## config.mk

```make
export PLATFORM = sky130hd
export DESIGN_NAME = seq_divider_8b4b
export DESIGN_NICKNAME = d
export VERILOG_FILES = /design/src/rtl/div_pkg.sv /design/src/rtl/div_step_4b.sv /design/src/rtl/seq_divider_8b4b.sv
export SDC_FILE = /design/constraint.sdc
export NUM_CORES = 1
export LEC_CHECK = 0
export ABC_CLOCK_PERIOD_IN_PS = 2450
export CAP_MARGIN = 0
export CORE_UTILIZATION = 30
export CTS_BUF_LIST = sky130_fd_sc_hd__clkbuf_8 sky130_fd_sc_hd__clkbuf_16
export CTS_CLUSTER_SIZE = 8
export DETAILED_ROUTE_END_ITERATION = 8
export PLACE_DENSITY = 0.59
export SYNTH_ARGS = -nofsm -noshare
export SYNTH_HDL_FRONTEND = slang
export SYNTH_SLANG_ARGS = --single-unit
```

## constraint.sdc

```tcl
create_clock -name clk_div -period 2.45 [get_ports clk_div]
set_clock_uncertainty 0.05 [all_clocks]
set_input_delay 0.49 -clock clk_div [delete_from_list [all_inputs] [get_ports clk_div]]
set_output_delay 0.49 -clock clk_div [all_outputs]
set_load 0.01 [all_outputs]
```

## src/rtl/div_pkg.sv

```systemverilog
// Shared definitions for the sequential restoring divider: default widths,
// iteration-counter sizing and the controller state encoding.
package div_pkg;

    localparam int DIVIDEND_W_DEF = 8;
    localparam int DIVISOR_W_DEF  = 4;

    // Counter must reach the step count itself, so it needs one extra code.
    function automatic int cnt_width(input int steps);
        return $clog2(steps + 1);
    endfunction

    localparam int CNT_W = cnt_width(DIVIDEND_W_DEF);

    typedef enum logic [1:0] {
        IDLE = 2'd0,
        RUN  = 2'd1,
        DONE = 2'd2
    } div_state_t;

endpackage

```

## src/rtl/div_step_4b.sv

```systemverilog
// One restoring-division step: compare the shifted partial remainder with the
// divisor and subtract when it fits.
module div_step_4b #(
    parameter int DIVISOR_W = 4
) (
    input  logic [DIVISOR_W:0]   r_in,
    input  logic [DIVISOR_W-1:0] divisor,
    output logic [DIVISOR_W-1:0] r_out,
    output logic                 q_bit
);

    // The result is always below the divisor, so the low bits of the
    // difference are exact even though the subtraction wraps.
    always_comb begin
        q_bit = (r_in >= {1'b0, divisor});
        r_out = q_bit ? (r_in[DIVISOR_W-1:0] - divisor) : r_in[DIVISOR_W-1:0];
    end

endmodule

```

## src/rtl/seq_divider_8b4b.sv

```systemverilog
// Sequential unsigned divider, one quotient bit per clock, MSB first.
// Results are held in output registers that only change on the done edge.
module seq_divider_8b4b
    import div_pkg::*;
#(
    parameter int DIVIDEND_W = DIVIDEND_W_DEF,
    parameter int DIVISOR_W  = DIVISOR_W_DEF
) (
    input  logic                  clk_div,
    input  logic                  reset_div,
    input  logic                  start_div,
    input  logic [DIVIDEND_W-1:0] dividend_div,
    input  logic [DIVISOR_W-1:0]  divisor_div,
    output logic                  busy_div,
    output logic                  done_div,
    output logic [DIVIDEND_W-1:0] quotient_div,
    output logic [DIVISOR_W-1:0]  remainder_div,
    output logic                  div_by_zero_div
);

    localparam int CW = (DIVIDEND_W == DIVIDEND_W_DEF) ? CNT_W : cnt_width(DIVIDEND_W);

    div_state_t state, state_nxt;

    logic [DIVIDEND_W-1:0] dividend_reg;
    logic [DIVIDEND_W-1:0] quot_shift;
    logic [DIVISOR_W-1:0]  divisor_reg;
    logic [DIVISOR_W-1:0]  rem_reg;
    logic [CW-1:0]         step_cnt;

    logic [DIVISOR_W:0]    step_r_in;
    logic [DIVISOR_W-1:0]  step_r_out;
    logic                  step_q_bit;

    logic start_ok;
    logic div_zero;
    logic steps_done;

    assign start_ok   = start_div && (state != RUN);
    assign div_zero   = (divisor_reg == '0);
    assign steps_done = (step_cnt == CW'(DIVIDEND_W));
    assign step_r_in  = {rem_reg, dividend_reg[DIVIDEND_W-1]};

    assign busy_div = (state == RUN);
    assign done_div = (state == DONE);

    div_step_4b #(
        .DIVISOR_W (DIVISOR_W)
    ) u_step (
        .r_in    (step_r_in),
        .divisor (divisor_reg),
        .r_out   (step_r_out),
        .q_bit   (step_q_bit)
    );

    always_ff @(posedge clk_div or posedge reset_div) begin
        if (reset_div) begin
            state <= IDLE;
        end else begin
            state <= state_nxt;
        end
    end

    // RUN spends DIVIDEND_W cycles stepping plus one cycle publishing the
    // result; a zero divisor publishes immediately.
    always_comb begin
        state_nxt = state;
        case (state)
            IDLE: begin
                if (start_div) begin
                    state_nxt = RUN;
                end
            end
            RUN: begin
                if (div_zero || steps_done) begin
                    state_nxt = DONE;
                end
            end
            DONE: begin
                state_nxt = start_div ? RUN : IDLE;
            end
            default: begin
                state_nxt = IDLE;
            end
        endcase
    end

    always_ff @(posedge clk_div or posedge reset_div) begin
        if (reset_div) begin
            dividend_reg    <= '0;
            divisor_reg     <= '0;
            rem_reg         <= '0;
            quot_shift      <= '0;
            step_cnt        <= '0;
            quotient_div    <= '0;
            remainder_div   <= '0;
            div_by_zero_div <= 1'b0;
        end else if (start_ok) begin
            dividend_reg <= dividend_div;
            divisor_reg  <= divisor_div;
            rem_reg      <= '0;
            quot_shift   <= '0;
            step_cnt     <= '0;
        end else if (state == RUN) begin
            if (div_zero) begin
                quotient_div    <= '1;
                remainder_div   <= '0;
                div_by_zero_div <= 1'b1;
            end else if (steps_done) begin
                quotient_div    <= quot_shift;
                remainder_div   <= rem_reg;
                div_by_zero_div <= 1'b0;
            end else begin
                rem_reg      <= step_r_out;
                quot_shift   <= {quot_shift[DIVIDEND_W-2:0], step_q_bit};
                dividend_reg <= {dividend_reg[DIVIDEND_W-2:0], 1'b0};
                step_cnt     <= step_cnt + CW'(1);
            end
        end
    end

endmodule

```

==> metrics.md, run 1 <==
| Metric | Value |
|---|---|
| Site row count | 29 |
| Core area | roughly 6500 sq um |
| Leading area contributor after synthesis | dfrtp_1 |
| Critical Path AT | roughly 1.7 ns |
| Seq cells post-synth | 43 |
| Area delta synth->final | 21.63% |
| Fin util | roughly two fifths |
| Ant. Diodes | 0 |
| Vias per inst | 4.970 |
| Area contributors post-synth | dfrtp_1 52%, nand2_1 6.0%, nand3_1 5.6% |
| Top Ports | 30 |
| 1st-pass router iterations | 4 |
| Peak VDD IR | 0.5005 mV |
| Port bufs | 29 |
| Synth top area share | between 50% and 60% |
| GRT Max-Usage Layer | met2 |
| Pwr/cell area | about 1400 nW/um^2 |
| Clock sinks | 43 |
| Synth Instances | 220 |
| Number of DRC markers in iteration 0 | 58 |
| Lkg Pwr | between 1 and 1.5 nW |
| Crit Path Class | reg2out |
| Total power | about 3.6 mW |
| Setup TNS | 0 ns |
| Clk root buf | clkbuf_8 |
| Slew at the pin with the worst max-slew slack | between 0.6 and 0.7 ns |
| Fin. max-slew vios | 0 |
| Post-DP Area | around 2400 sq um |
| CTS buffer count | 5 |
| Number of flops mapped to enable cells by yosys | 0 |
| Hold Path Class | reg2reg |
| Clock Path Buffers | 2 |
| Post-CTS Setup Repair Bufs | 0 |
| M2 GR Usage | between 20% and 30% |
| Post-synth top cells | 43 x dfrtp_1, 33 x nand2_1, 23 x nand3_1 |
| Final period util | between 90 and 100% |
| Post-DP HPWL | around 3000 um |
| Die Wd | 85.08 um |
| Die Ht | 85.08 um |
| Max Cap Violations | 0 |
| First-pass GRT wire length | roughly 7700 um |
| Total number of vias | between 1,500 and 2,000 |
| Htree depth | 2 |
| Sequential element share of the synthesized area | roughly half |
| Number of global-route vias before repair | around 1,700 |
| Hold Fails Final Rpt | 0 |
| Hold_buf cts | 0 |
| Die area | just over 7000 sq um |
| Clk Latency, worst-skew pair | 0.30 ns |
| Post-layout net count | about 270 |
| Initial Util | approximately a third |
| Fmax | 0.4502 GHz |
| Initial antenna violation count | 0 |
| Most numerous cell in the Yosys netlist | dfrtp_1 |
| Largest net degree at the start of global routing | between 40 and 50 |
| M3 GR Usage | 3.016% |
| Req. time, crit path | about 1.9 ns |
| # DRC | 0 |
| Final Critical Period | about 2.2 ns |
| Setup crit end kind | output port |
| Status | finished clean |
| Post-synth design cell area | around 2100 sq um |
| Final ANT Viol Nets | 0 |
| Yosys warning count | 0 |
| Final Wtd Congestion | approximately 0.74 |
| WHS | 0.4513 ns |
| Startpoint Class | flip-flop |
| Post-Syn Nets | 242 |
| All-Layer GR Usage | a little over an eighth |
| Yosys cell types | 34 |
| Met1 usage | between 10% and 20% |
| Setup violators final | 0 |
| TritonCTS clock tree | done |
| Grt ovf | 0 |
| RSZ-0062 raised after global routing | no |
| Layout cell share with drive strength beyond 1 | under 10% |
| Slew margin rel. | around three fifths |
| Clk slew on worst S/H paths | ~0.080 ns |
| Finished Cell Area | about 2500 sq um |
| Drt total wl | approximately 4300 um |
| Drt wl/cell | ~13 um |
| Post-CTS Resized | 0 |
| Mapped Avg Cell Area | 9.412 sq um |
| Synth Flop Type | dfrtp_1 |
| Synth async-reset ratio | 100.0% |
| Crit-path max FO | 6 |
==> cell usage in the layout (no fill, tap or decap), types with 3 or more instances in the layout <==
cell type        count
xor2_1               3
buf_4                6
nand4_1              3
ha_1                 6
nor2_1              20
a21oi_1             14
nand2_1             33
nor2b_1              3
o21ai_0             13
nand3b_1             3
dfrtp_1             43
clkdlybuf4s50_1     29
nand3_1             23
inv_1               15
o31ai_1              3
clkbuf_8             5
a22oi_1              6
==> per-layer routing <==
layer	part of all wire (%)	wire length, um
met5	0	0
met2	49	2088
met4	0.89	38
met3	4.7	202
met1	46	1959
==> report_power, final <==
part           switching [mW]  internal, mW
clock network           0.243         0.195
logic                    1.08         0.839
registers               0.210          1.03
total                    1.53          2.07
==> cell families (layout without fill, tap and decap cells) <==
| group | count (synthesis) | count (layout) | share of synthesized area (%) |
|---|---|---|---|
| compound gates | 44 | 44 | 13.72 |
| xor+xnor | 3 | 3 | 1.269 |
| fa+ha+maj | 7 | 7 | 4.592 |
| buf+inv | 25 | 57 | 5.861 |
| flops | 43 | 43 | 51.96 |
| simple gates | 98 | 98 | 22.60 |
==> layout make-up <==
cell class / instances / area (sq um)
inverter: 14 / 52.55
timing repair buffer: 35 / 335.3
tap: 77 / 96.34
multi-input combinational: 152 / 873.3
clock buffer: 5 / 68.82
sequential: 43 / 1076
fill: 655 / 3976
clock inverter: 3 / 16.27
==> worst max-delay path, stage by stage, from the launching register on <==
cell             delay, ns
dfrtp_1               0.37
nand2b_1              0.22
inv_1                 0.22
clkdlybuf4s50_1       0.57
==> metrics by stage <==
stage | std cells | setup WS [ns]
3_3_place_gp | 321 | 0.5449
6_report | 329 | 0.2289
3_5_place_dp | 321 | 0.5017
2_1_floorplan | 220 | 0.6058
5_1_grt | 329 | 0.1745
4_1_cts | 329 | 0.2237
==> path summary, 6_finish.rpt <==
check / cells after the start / slack [ns] / end / from
min in group asynchronous: 3 / 0.58 / quotient_div[6]$_DFFE_PP0P_ / reset_div
hold / removal: 2 / 0.45 / quot_shift[4]$_DFFE_PP0P_ / quot_shift[3]$_DFFE_PP0P_
setup reg to reg: 6 / 0.48 / rem_reg[1]$_DFFE_PP0P_ / divisor_reg[2]$_DFFE_PP0N_
setup / recovery: 3 / 0.23 / busy_div / state[1]$_DFFE_PP0P_
hold reg to reg: 2 / 0.45 / quot_shift[4]$_DFFE_PP0P_ / quot_shift[3]$_DFFE_PP0P_
max in group asynchronous: 3 / 1.41 / dividend_reg[7]$_DFFE_PP0P_ / reset_div
Note: power is estimated with default switching activity, not from simulation.
==> run 2, diff against run 1 <==
- SKIP_CTS_REPAIR_TIMING: unset -> 1
==> results of run 2 <==
The final DEF is identical to that of run 1; final timing and power are the same.
==> run 3, diff against run 2 <==
- GPL_ROUTABILITY_DRIVEN: unset -> 0
==> results of run 3 <==
The final DEF is identical to that of run 1; final timing and power are the same.
